===== src/rtl/uart_rx_param_if.sv =====
// Receive-side handshake bundle for uart_rx_param.
//   rx_data    : received word, LSB = first bit on the line
//   rx_valid   : rx_data holds a word not yet accepted
//   rx_ready   : consumer accepts the held word
//   frame_err  : held word had a stop bit sampled low
//   parity_err : held word failed the parity check
// master = receiver (drives the word), slave = consumer (drives rx_ready).
interface uart_rx_param_if #(
    parameter int unsigned DATA_BITS = 8
);
    logic [DATA_BITS-1:0] rx_data;
    logic                 rx_valid;
    logic                 rx_ready;
    logic                 frame_err;
    logic                 parity_err;

    modport master (
        output rx_data, rx_valid, frame_err, parity_err,
        input  rx_ready
    );

    modport slave (
        input  rx_data, rx_valid, frame_err, parity_err,
        output rx_ready
    );
endinterface


===== src/rtl/uart_rx_param.sv =====
// Parameterised UART receiver: start/data/optional parity/stop framing with mid-bit sampling,
// a one-word output holding register with valid/ready handshake and a sticky overrun flag.
// Optional feature: define UART_RX_PARITY_EN to add the parity bit state and parity check.
// Ports:
//   clk     : sole clock, all logic on posedge
//   rst     : synchronous active-high reset, aborts any frame in progress
//   rxd     : asynchronous serial input, idle high
//   ovr_clr : one-cycle pulse that clears overrun (a simultaneous new overrun wins)
//   overrun : sticky, set when a word is dropped because the held word was not accepted
//   busy    : high whenever the receive FSM is not idle
//   bus     : rx_data / rx_valid / rx_ready / frame_err / parity_err handshake (master side)
module uart_rx_param #(
    parameter int unsigned CLKS_PER_BIT = 434,
    parameter int unsigned DATA_BITS    = 8,
    parameter int unsigned STOP_BITS    = 1,
    parameter int unsigned PARITY_ODD   = 0
) (
    input  logic           clk,
    input  logic           rst,
    input  logic           rxd,
    input  logic           ovr_clr,
    output logic           overrun,
    output logic           busy,
    uart_rx_param_if.master bus
);
    localparam int unsigned CntW = $clog2(CLKS_PER_BIT);
    localparam logic [CntW-1:0] CntLast = CntW'(CLKS_PER_BIT - 1);
    localparam logic [CntW-1:0] CntHalf = CntW'(CLKS_PER_BIT / 2 - 1);
    localparam logic [3:0] DataLast = 4'(DATA_BITS - 1);
    localparam logic [3:0] StopLast = 4'(STOP_BITS - 1);

    if (CLKS_PER_BIT < 4 || DATA_BITS < 5 || DATA_BITS > 9 ||
        (STOP_BITS != 1 && STOP_BITS != 2) || PARITY_ODD > 1) begin : g_bad_cfg
        $error("uart_rx_param: illegal parameter combination");
    end

    typedef enum logic [2:0] {
        StIdle,
        StStart,
        StData,
`ifdef UART_RX_PARITY_EN
        StParity,
`endif
        StStop
    } state_e;

    state_e               state_q, state_d;
    logic [CntW-1:0]      cnt_q, cnt_d;
    logic [3:0]           idx_q, idx_d;      // data bit index, reused as stop bit index
    logic [DATA_BITS-1:0] shift_q, shift_d;
    logic                 ferr_acc_q, ferr_acc_d;
    logic                 deliver_q, deliver_d;
    logic                 rxd_meta_q, rxd_s;
    logic [DATA_BITS-1:0] rx_data_q;
    logic                 rx_valid_q, frame_err_q, overrun_q;
`ifdef UART_RX_PARITY_EN
    logic                 perr_acc_q, perr_acc_d;
    logic                 parity_err_q;
`endif

    // Two-flop synchronizer; resets to the idle line level so reset never looks like a start.
    always_ff @(posedge clk) begin
        if (rst) begin
            rxd_meta_q <= 1'b1;
            rxd_s      <= 1'b1;
        end else begin
            rxd_meta_q <= rxd;
            rxd_s      <= rxd_meta_q;
        end
    end

    always_ff @(posedge clk) begin
        if (rst) begin
            state_q    <= StIdle;
            cnt_q      <= '0;
            idx_q      <= '0;
            shift_q    <= '0;
            ferr_acc_q <= 1'b0;
            deliver_q  <= 1'b0;
`ifdef UART_RX_PARITY_EN
            perr_acc_q <= 1'b0;
`endif
        end else begin
            state_q    <= state_d;
            cnt_q      <= cnt_d;
            idx_q      <= idx_d;
            shift_q    <= shift_d;
            ferr_acc_q <= ferr_acc_d;
            deliver_q  <= deliver_d;
`ifdef UART_RX_PARITY_EN
            perr_acc_q <= perr_acc_d;
`endif
        end
    end

    always_comb begin
        state_d    = state_q;
        cnt_d      = cnt_q;
        idx_d      = idx_q;
        shift_d    = shift_q;
        ferr_acc_d = ferr_acc_q;
        deliver_d  = 1'b0;
`ifdef UART_RX_PARITY_EN
        perr_acc_d = perr_acc_q;
`endif
        unique case (state_q)
            StIdle: begin
                cnt_d = '0;
                idx_d = '0;
                if (!rxd_s) begin
                    state_d    = StStart;
                    ferr_acc_d = 1'b0;
                end
            end
            StStart: begin
                if (cnt_q == CntHalf) begin
                    // Line back high at mid start bit: a glitch, not a frame.
                    cnt_d   = '0;
                    state_d = rxd_s ? StIdle : StData;
                end else begin
                    cnt_d = cnt_q + 1'b1;
                end
            end
            StData: begin
                if (cnt_q == CntLast) begin
                    cnt_d   = '0;
                    shift_d = {rxd_s, shift_q[DATA_BITS-1:1]};
                    if (idx_q == DataLast) begin
                        idx_d = '0;
`ifdef UART_RX_PARITY_EN
                        state_d = StParity;
`else
                        state_d = StStop;
`endif
                    end else begin
                        idx_d = idx_q + 1'b1;
                    end
                end else begin
                    cnt_d = cnt_q + 1'b1;
                end
            end
`ifdef UART_RX_PARITY_EN
            StParity: begin
                if (cnt_q == CntLast) begin
                    cnt_d      = '0;
                    perr_acc_d = (^shift_q ^ rxd_s) != 1'(PARITY_ODD);
                    state_d    = StStop;
                end else begin
                    cnt_d = cnt_q + 1'b1;
                end
            end
`endif
            StStop: begin
                if (cnt_q == CntLast) begin
                    cnt_d = '0;
                    if (!rxd_s) ferr_acc_d = 1'b1;
                    if (idx_q == StopLast) begin
                        // Leave at mid stop bit so the next start edge is caught immediately.
                        idx_d     = '0;
                        state_d   = StIdle;
                        deliver_d = 1'b1;
                    end else begin
                        idx_d = idx_q + 1'b1;
                    end
                end else begin
                    cnt_d = cnt_q + 1'b1;
                end
            end
            default: state_d = StIdle;
        endcase
    end

    // Output holding register; a delivery while the held word is still pending is dropped.
    always_ff @(posedge clk) begin
        if (rst) begin
            rx_data_q    <= '0;
            rx_valid_q   <= 1'b0;
            frame_err_q  <= 1'b0;
            overrun_q    <= 1'b0;
`ifdef UART_RX_PARITY_EN
            parity_err_q <= 1'b0;
`endif
        end else begin
            if (deliver_q) begin
                if (!rx_valid_q || bus.rx_ready) begin
                    rx_data_q    <= shift_q;
                    frame_err_q  <= ferr_acc_q;
                    rx_valid_q   <= 1'b1;
`ifdef UART_RX_PARITY_EN
                    parity_err_q <= perr_acc_q;
`endif
                end
            end else if (rx_valid_q && bus.rx_ready) begin
                rx_valid_q <= 1'b0;
            end
            if (deliver_q && rx_valid_q && !bus.rx_ready) begin
                overrun_q <= 1'b1;
            end else if (ovr_clr) begin
                overrun_q <= 1'b0;
            end
        end
    end

    assign bus.rx_data   = rx_data_q;
    assign bus.rx_valid  = rx_valid_q;
    assign bus.frame_err = frame_err_q;
`ifdef UART_RX_PARITY_EN
    assign bus.parity_err = parity_err_q;
`else
    assign bus.parity_err = 1'b0;
`endif
    assign overrun = overrun_q;
    assign busy    = (state_q != StIdle);
endmodule


===== src/flat_wrapper.sv =====
// flat-port wrapper written by rule: the top's interface ports become plain ports
module uart_rx_param_flat 
#(
    parameter int unsigned CLKS_PER_BIT = 434,
    parameter int unsigned DATA_BITS    = 8,
    parameter int unsigned STOP_BITS    = 1,
    parameter int unsigned PARITY_ODD   = 0
)
  (clk, rst, rxd, ovr_clr, overrun, busy, bus_rx_data, bus_rx_valid, bus_frame_err, bus_parity_err, bus_rx_ready);
  uart_rx_param_if #(.DATA_BITS(DATA_BITS)) bus_i ();
  input  logic clk;
  input  logic rst;
  input  logic rxd;
  input  logic ovr_clr;
  output logic overrun;
  output logic busy;
  output wire logic [$bits(bus_i.rx_data)-1:0] bus_rx_data;
  output wire logic [$bits(bus_i.rx_valid)-1:0] bus_rx_valid;
  output wire logic [$bits(bus_i.frame_err)-1:0] bus_frame_err;
  output wire logic [$bits(bus_i.parity_err)-1:0] bus_parity_err;
  input wire logic [$bits(bus_i.rx_ready)-1:0] bus_rx_ready;
  assign bus_rx_data = bus_i.rx_data;
  assign bus_rx_valid = bus_i.rx_valid;
  assign bus_frame_err = bus_i.frame_err;
  assign bus_parity_err = bus_i.parity_err;
  assign bus_i.rx_ready = bus_rx_ready;
  uart_rx_param #(.CLKS_PER_BIT(CLKS_PER_BIT), .DATA_BITS(DATA_BITS), .STOP_BITS(STOP_BITS), .PARITY_ODD(PARITY_ODD)) u_core (.clk(clk), .rst(rst), .rxd(rxd), .ovr_clr(ovr_clr), .overrun(overrun), .busy(busy), .bus(bus_i));
endmodule

===== config.mk =====
export PLATFORM = sky130hd
export DESIGN_NAME = uart_rx_param_flat
export DESIGN_NICKNAME = d
export VERILOG_FILES = /design/src/rtl/uart_rx_param_if.sv /design/src/rtl/uart_rx_param.sv /design/src/flat_wrapper.sv
export SDC_FILE = /design/constraint.sdc
export NUM_CORES = 1
export LEC_CHECK = 0
export BUFFER_PORTS_ARGS = -buffer_cell sky130_fd_sc_hd__buf_2
export CAP_MARGIN = 20
export CORE_MARGIN = 2
export CORE_UTILIZATION = 27
export DETAILED_ROUTE_END_ITERATION = 6
export PLACE_DENSITY = 0.43
export SETUP_SLACK_MARGIN = 0.1
export SYNTH_ARGS = -nofsm -noshare
export SYNTH_HDL_FRONTEND = slang
export SYNTH_SLANG_ARGS = --single-unit

===== constraint.sdc =====
create_clock -name clk -period 1.7 [get_ports clk]
set_input_delay 0.34 -clock clk [delete_from_list [all_inputs] [get_ports clk]]
set_output_delay 0.34 -clock clk [all_outputs]
set_load 0.05 [all_outputs]

==> impl_metrics.yaml, run 1 <==
critical_path:
  cp-startpoint: "u_core.cnt_q[3]"
  r2r_start: "u_core.cnt_q[3]"
  start_kind: "flip-flop"
  rr_worst_depth: 4
  cp.required_ns: 1.88
  critical_path_class: "flip-flop to flip-flop"
  reg2reg_to: "u_core.state_q[0]"
  worstPathArrival_ns: 1.80
  crit_path_max_fanout: 7
  cp-end-kind: "flip-flop"
  rrSetupSlack_ns: 0.09
routing:
  num_vias: 1271
  firstDrtPassIters: 5
  viasPerCell: 4.62
  ant_nets: 0
  drt_wl_total_mm: 3.14
  drtIter0Drc: 33
  drc_errors: 0
  drt-wirelength-per-cell_um: 11.4
cells_and_area:
  layout.nets: 209
  drive_gt1_share_pct: 25.0
  final_cell_mix: "34 x nor2_1, 33 x dfxtp_1, 17 x mux2i_1"
  antenna_cells: 0
  postLayoutCoreUtil_pct: 34.7
  final_common_cell: "nor2_1"
  syn2layout_area_growth_pct: 24.4
die:
  die_x_um: 82.2
  coreArea_mm2: 0.00592
  start_util_pct: 27.9
  die-area_mm2: 0.00676
  row_count: 28
  io_pins: 18
  die_h_um: 82.2
min_path:
  holdPathStages: 2
  min_from: "rxd"
  whs_endpoint: "u_core.rxd_meta_q"
  min_path_type: "input pin to flip-flop"
logic_synthesis:
  synth_top_area_share_pct: 46.1
  avgSynthCellArea_um2: 9.55
  ys_types: 40
  muxShareOfSynthArea_pct: 11.0
  ys_warn_count: 0
  synth_top_family_by_area: "simple AND/OR/NAND/NOR gates"
  syn_inst: 173
  seq_area_frac_synth_pct: 46.1
  synth_area_leader_cell: "dfxtp_1"
  ys_seq_elements: 38
  synth_area_mm2: 0.00165
  synth_area_leaders: "dfxtp_1 46%, mux2i_1 10%, nor2_1 7.7%"
  synth_edf_count: 0
  syn_nets: 183
  synth_compound_area_share_pct: 4.47
  synth_xor_area_share_pct: 3.71
  async_flop_share_pct: 0
  yosys.area_share.simple_pct: 27.0
  synth-adder-area-share_pct: 3.79
  synth_ff_type: "dfxtp_1"
cts:
  ctsHoldBuffers: 0
  clock_path_buffers: 2
  cts_tree: "yes"
  numCtsBuffers: 5
  cts-root-buf: "clkbuf_8"
  clk_pin_slew_ns: 0.08
  numClockSinks: 38
  worstSkewPairLatency_ns: 0.29
  htree_levels: 2
grt:
  grt_max_degree: 17
  grt_pass1_wl_mm: 5.39
  antenna_found_initial: 0
  grt_overflow: 0
  grt_pass1_vias: 1236
  grt.total_usage_pct: 10.4
sta:
  whs_ns: 0.233
  clock_skew_ns: 0.00721
  min_period_ns: 1.61
  max_freq_mhz: 620
  finalSetupTns_ns: 0
  hold_violations: 0
  rsz0062_at_grt: "true"
  final_min_period_over_clock_period_pct: 94.9
  setup_viol: 0
  drv_slew: 0
pwr:
  ir_drop_mv: 0.335
  power_density_mw_per_mm2: 1020
  power_uw: 2090
  cellLeakagePower_uw: 0.000846
run:
  maxCapViolCount: 0
placement:
  place.gp.congestion: 0.787
  io_buffers: 16
  place.detailed.hpwl_mm: 2.33
run_status:
  status: "finished clean"
-- through the flow --
stage | cell area [um2] | setup WS [ns] | instances
after CTS | 2030 | 0.0777 | 275
after floorplan | 1670 | 0.108 | 173
after detailed placement | 1890 | 0.0863 | 267
final | 2050 | 0.0860 | 275
after global placement | 1890 | 0.157 | 267
after global routing | 2050 | 0.00613 | 275
-- Yosys cell counts, types with 2 or more instances --
cell type,n
dfxtp_1,38
nor2_1,34
mux2i_1,17
nand3_1,9
a21oi_1,6
inv_1,6
nor2b_1,6
xor2_1,6
ha_1,5
nand2_1,3
nand2b_1,3
nand4bb_1,3
nor3_1,3
a31oi_1,2
and4b_1,2
and4bb_1,2
buf_2,2
clkbuf_1,2
nand4_1,2
or2_2,2
-- critical path: stages, from the launching register on --
cell	delay (ns)
dfxtp_1	0.43
nor4bb_4	0.38
a21oi_2	0.11
and4bb_1	0.27
mux2_1	0.32
-- metal layers --
layer  part of all wire, %  wire length [um]  vias up  track usage (%)
met4                  0.99                31        0             4.50
met2                    47              1480       21             17.0
met3                   3.8               121        4             2.61
met5                     0                 0        -                0
met1                    48              1510      601             13.0
li1                      -                 -      645                -
-- power by group --
part | switching, uW | internal (uW) | leakage (uW)
registers | 28.7 | 907 | 0.000309
clock network | 335 | 588 | 0.0000683
logic | 132 | 95.5 | 0.000468
total | 495 | 1590 | 0.000846
-- area by class of cell --
class	count	area, um2
clock inverter	3	68.8
tap	75	93.8
sequential	38	767
multi-input combinational	122	860
clock buffer	5	68.8
fill	614	3870
timing repair buffer	26	174
inverter	6	22.5
-- cells by family (layout without fill, tap and decap cells) --
| family | Yosys count | after routing |
|---|---|---|
| compound gates | 12 | 12 |
| xor+xnor | 7 | 7 |
| fa+ha+maj | 5 | 5 |
| buf+inv | 13 | 40 |
| flops | 38 | 38 |
| mux | 18 | 18 |
| other cells | 1 | 1 |
| simple gates | 79 | 79 |
-- worst max-delay path by stage --
stage,end,depth (start not counted)
after floorplan,u_core.state_q[0],5
after global placement,u_core.idx_q[3],6
after detailed placement,u_core.state_q[0],4
after CTS,u_core.state_q[0],4
after global routing,u_core.state_q[0],4
final,u_core.state_q[0],4
-- state kept, by name (all words and copies together), names as in the netlist, 2 cells and up --
| name | flops |
|---|---|
| u_core.state_q | 2 |
| u_core.idx_q | 4 |
| u_core.cnt_q | 9 |
| u_core.bus.rx_data | 8 |
| u_core.shift_q | 8 |
-- repair_timing --
| item | 4_1_cts | 5_1_grt |
|---|---|---|
| cloned | 0 | 0 |
| pin swaps | 0 | 3 |
| buffers inserted | 0 | 0 |
| resized for setup | 1 | 9 |
| endpoints found under the setup margin | 2 | 19 |
No activity file was read; power rests on OpenSTA's default activity.
==> run 2: changes to the inputs <==
- REMOVE_ABC_BUFFERS: unset -> 1
==> impl_metrics.yaml, run 2 (synthesis results as in run 1) <==
critical_path:
  crit_path_cell_trace: "inv_2 -> ha_4 -> nor4bb_4 -> a21oi_2 -> and4bb_1 -> mux2_4"
  worstPathArrival_ns: 1.76
  cp_slowest_cell: "dfxtp_2"
  critical_path.max_stage_delay_ns: 0.35
  cp-startpoint: "u_core.cnt_q[0]"
  cp.required_ns: 1.88
  r2r_start: "u_core.cnt_q[0]"
  cp-end-kind: "flip-flop"
  start_kind: "flip-flop"
  critical_path_class: "flip-flop to flip-flop"
  crit_path_max_fanout: 3
cts:
  numCtsBuffers: 5
  clock_path_buffers: 2
  worstSkewPairLatency_ns: 0.29
  htree_levels: 2
  ctsHoldBuffers: 0
  cts_tree: "yes"
  cts-root-buf: "clkbuf_8"
  clk_pin_slew_ns: 0.08
  numClockSinks: 38
placement:
  place.gp.congestion: 0.848
  dpl.cell_count: 270
  dp_worst_setup_slack_ns: 0.0123
  io_buffers: 16
  place.detailed.hpwl_mm: 2.37
sta:
  whs_ns: 0.230
  max_freq_mhz: 633
  finalSetupTns_ns: 0
  setup_viol: 0
  min_period_ns: 1.58
  drv_slew: 0
  clock_skew_ns: 0.00502
  worst_slack_ns: 0.120
  rsz0062_at_grt: "true"
  hold_violations: 0
  final_min_period_over_clock_period_pct: 92.9
pwr:
  cellLeakagePower_uw: 0.000869
  power_density_mw_per_mm2: 1010
  ir_drop_mv: 0.343
cells_and_area:
  largest_register: "u_core.cnt_q"
  fin_cells: 279
  final_cell_mix: "33 x nor2_1, 31 x dfxtp_1, 17 x mux2i_1"
  largest_reg_flops: 9
  antenna_cells: 0
  final_common_cell: "nor2_1"
  n_fill_cell: 601
  syn2layout_area_growth_pct: 28.0
  layout.nets: 213
  drive_gt1_share_pct: 29.9
min_path:
  min_from: "rxd"
  min_path_type: "input pin to flip-flop"
die:
  row_count: 28
  die_x_um: 82.2
  start_util_pct: 27.9
  io_pins: 18
  coreArea_mm2: 0.00592
  die-area_mm2: 0.00676
  die_h_um: 82.2
routing:
  viasPerCell: 4.52
  drt-wirelength-per-cell_um: 11.9
  num_vias: 1260
  drt_wl_total_mm: 3.33
  firstDrtPassIters: 4
  ant_nets: 0
  drtIter0Drc: 53
  drc_errors: 0
grt:
  grt.total_usage_pct: 10.6
  antenna_found_initial: 0
  grt_max_degree: 21
  grt_pass1_vias: 1247
  grt_pass1_wl_mm: 5.49
  grt_overflow: 0
run_status:
  status: "finished clean"
run:
  maxCapViolCount: 0
run 2: final cells by class:
| type | instances | area [um2] | share of cell area [%] |
|---|---|---|---|
| clock buffers | 5 | 68.8 | 3.26 |
| multi-input cells | 122 | 883 | 41.8 |
| clock inverters | 3 | 68.8 | 3.26 |
| well taps | 75 | 93.8 | 4.44 |
| inverters | 6 | 25.0 | 1.18 |
| flip-flops and latches | 38 | 769 | 36.4 |
| repair buffers | 30 | 204 | 9.65 |
run 2: critical path: cells and delay by family (launching register included):
family,cells,cell delay [ns]
muxes,1,0.30
buffers and inverters,1,0.07
DFF,1,0.35
AOI/OAI and AO/OA,1,0.10
adders and majority gates,1,0.12
and+or+nand+nor,2,0.53
run 2: what timing repair did:
item / in CTS / in global routing
pin swaps: 0 / 12
buffers inserted: 0 / 1
endpoints found under the setup margin: 11 / 21
resized for setup: 5 / 17
run 2: stage by stage:
step	total power [uW]	util [%]	instance area, um2
floorplan	1090	-	1610
global placement	1190	32.0	1900
detailed placement	1190	32.0	1900
CTS	2140	34.7	2060
global route	2240	35.7	2110
finish	2140	35.7	2110
run 2: path summary, 6_finish.rpt:
path,end,cells past startpoint,slack (ns)
worst max-delay path,u_core.state_q[0],6,0.12
worst min-delay path,u_core.rxd_meta_q,2,0.23
worst max register to register,u_core.state_q[0],6,0.12
worst min register to register,u_core.rxd_s,1,0.42
run 2: report_power, final:
group / total [uW] / internal (uW) / switching (uW) / leakage [uW]
Combinational: 283 / 136 / 147 / 0.000490
Sequential: 940 / 907 / 32.2 / 0.000310
Clock: 919 / 588 / 331 / 0.0000683
run 2: per-layer routing:
metal	global-route usage [%]	up-vias	routed length, um
met2	17.8	26	1590
met5	0	-	0
met4	4.50	0	50
li1	-	651	-
met1	12.0	578	1520
met3	4.02	5	171
==> run 3: changes to the inputs <==
- BUFFER_PORTS_ARGS: -buffer_cell sky130_fd_sc_hd__buf_2 -> -buffer_cell sky130_fd_sc_hd__buf_4
- CTS_CLUSTER_DIAMETER: unset -> 80
==> impl_metrics.yaml, run 3 (synthesis results as in run 1) <==
sta:
  whs_ns: 0.229
  drv_slew: 0
  rsz0062_at_grt: "true"
  max_freq_mhz: 638
  setup_viol: 0
  clock_skew_ns: 0.00897
  min_period_ns: 1.57
  hold_violations: 0
  final_min_period_over_clock_period_pct: 92.3
pwr:
  power_uw: 2150
  cellLeakagePower_uw: 0.000890
  power_density_mw_per_mm2: 989
  ir_drop_mv: 0.520
critical_path:
  crit_path_max_fanout: 3
  critical_path.max_stage_delay_ns: 0.37
  crit_path_cell_trace: "inv_4 -> ha_4 -> nor4bb_4 -> a21oi_2 -> and4bb_1 -> mux2_4"
  critical_path_class: "flip-flop to flip-flop"
  cp_slowest_cell: "dfxtp_4"
  start_kind: "flip-flop"
  rr_worst_depth: 6
  cp.required_ns: 1.88
  cp-end-kind: "flip-flop"
  worstPathArrival_ns: 1.75
run:
  maxCapViolCount: 0
grt:
  grt_pass1_vias: 1237
  grt_pass1_wl_mm: 5.51
  grt_overflow: 0
  grt_max_degree: 32
  grt.total_usage_pct: 10.7
  antenna_found_initial: 0
cells_and_area:
  antenna_cells: 0
  largest_register: "u_core.cnt_q"
  final_common_cell: "nor2_1"
  drive_gt1_share_pct: 30.0
  fin_area_mm2: 0.00217
  syn2layout_area_growth_pct: 31.6
  n_fill_cell: 608
  largest_reg_flops: 9
  final_cell_mix: "33 x nor2_1, 32 x buf_4, 32 x dfxtp_1"
  layout.nets: 216
cts:
  clk_pin_slew_ns: 0.08
  numClockSinks: 38
  htree_levels: 2
  numCtsBuffers: 5
  cts_tree: "yes"
  cts-root-buf: "clkbuf_8"
  ctsHoldBuffers: 0
  worstSkewPairLatency_ns: 0.29
  clock_path_buffers: 2
routing:
  drtIter0Drc: 47
  viasPerCell: 4.60
  firstDrtPassIters: 4
  drt-wirelength-per-cell_um: 11.7
  num_vias: 1296
  drc_errors: 0
  drt_wl_total_mm: 3.29
  ant_nets: 0
run_status:
  status: "finished clean"
placement:
  io_buffers: 16
  place.gp.congestion: 0.833
  postPlaceCellArea_mm2: 0.00194
  place.detailed.hpwl_mm: 2.33
die:
  die_h_um: 82.2
  row_count: 28
  io_pins: 18
  die-area_mm2: 0.00676
  coreArea_mm2: 0.00592
  die_x_um: 82.2
  start_util_pct: 27.9
min_path:
  holdPathStages: 2
  min_path_type: "input pin to flip-flop"
==> run 3: changes by cell type in the layout (fill, tap and decap cells not counted), sizes merged <==
cell	delta
clkinv	-1
buf	+3
clkbuf	+1
==> run 3: report_power, final <==
part           leakage (uW)  total [uW]  switching (uW)  internal, uW
registers          0.000310         945            35.7           909
clock network     0.0000714         927             301           626
logic              0.000509         279             142           137
total              0.000890        2150             479          1670
==> run 3: what timing repair did <==
action	in CTS	in global routing
setup buffers	0	4
hold endpoints to repair	0	0
pin swaps	0	6
endpoints found under the setup margin	10	19
gates resized for setup	3	17
==> run 3: per-stage QoR <==
stage	utilization (%)	setup slack, ns	std cells	TNS, ns
6_report	36.7	0.131	282	0
5_1_grt	36.7	0.0329	282	0
4_1_cts	35.4	0.104	278	0
3_5_place_dp	32.7	-0.0285	270	-0.0285
3_3_place_gp	32.7	0.0390	270	0
2_1_floorplan	-	0.0423	166	0
==> run 3: area by class of cell <==
cell class	instances	area (um2)	area share (%)
inverter	6	27.5	1.27
tap	75	93.8	4.32
sequential	38	771	35.5
clock inverter	2	60.1	2.76
timing repair buffer	33	260	12.0
clock buffer	6	82.6	3.80
multi-input combinational	122	878	40.4
==> run 3: path summary, 6_finish.rpt <==
check / from / end / slack, ns
worst max register to register: u_core.cnt_q[0] / u_core.state_q[0] / 0.13
worst min-delay path: rxd / u_core.rxd_meta_q / 0.23
worst min register to register: u_core.rxd_meta_q / u_core.rxd_s / 0.42
worst max-delay path: u_core.cnt_q[0] / u_core.state_q[0] / 0.13
==> run 3: routing by layer <==
layer  wire, um  GRT usage (%)  up-vias
met1       1510           12.1      606
met5          0              0        -
met3        136           3.59        5
li1           -              -      664
met4         51           4.50        0
met2       1600           18.3       21
==> run 3: worst max-delay path, delay by kind of cell, from the launching register on <==
family          cells  cell delay [ns]
compound gates      1             0.10
flops               1             0.37
simple gates        2             0.53
fa+ha+maj           1             0.12
mux                 1             0.30
buf+inv             1             0.06
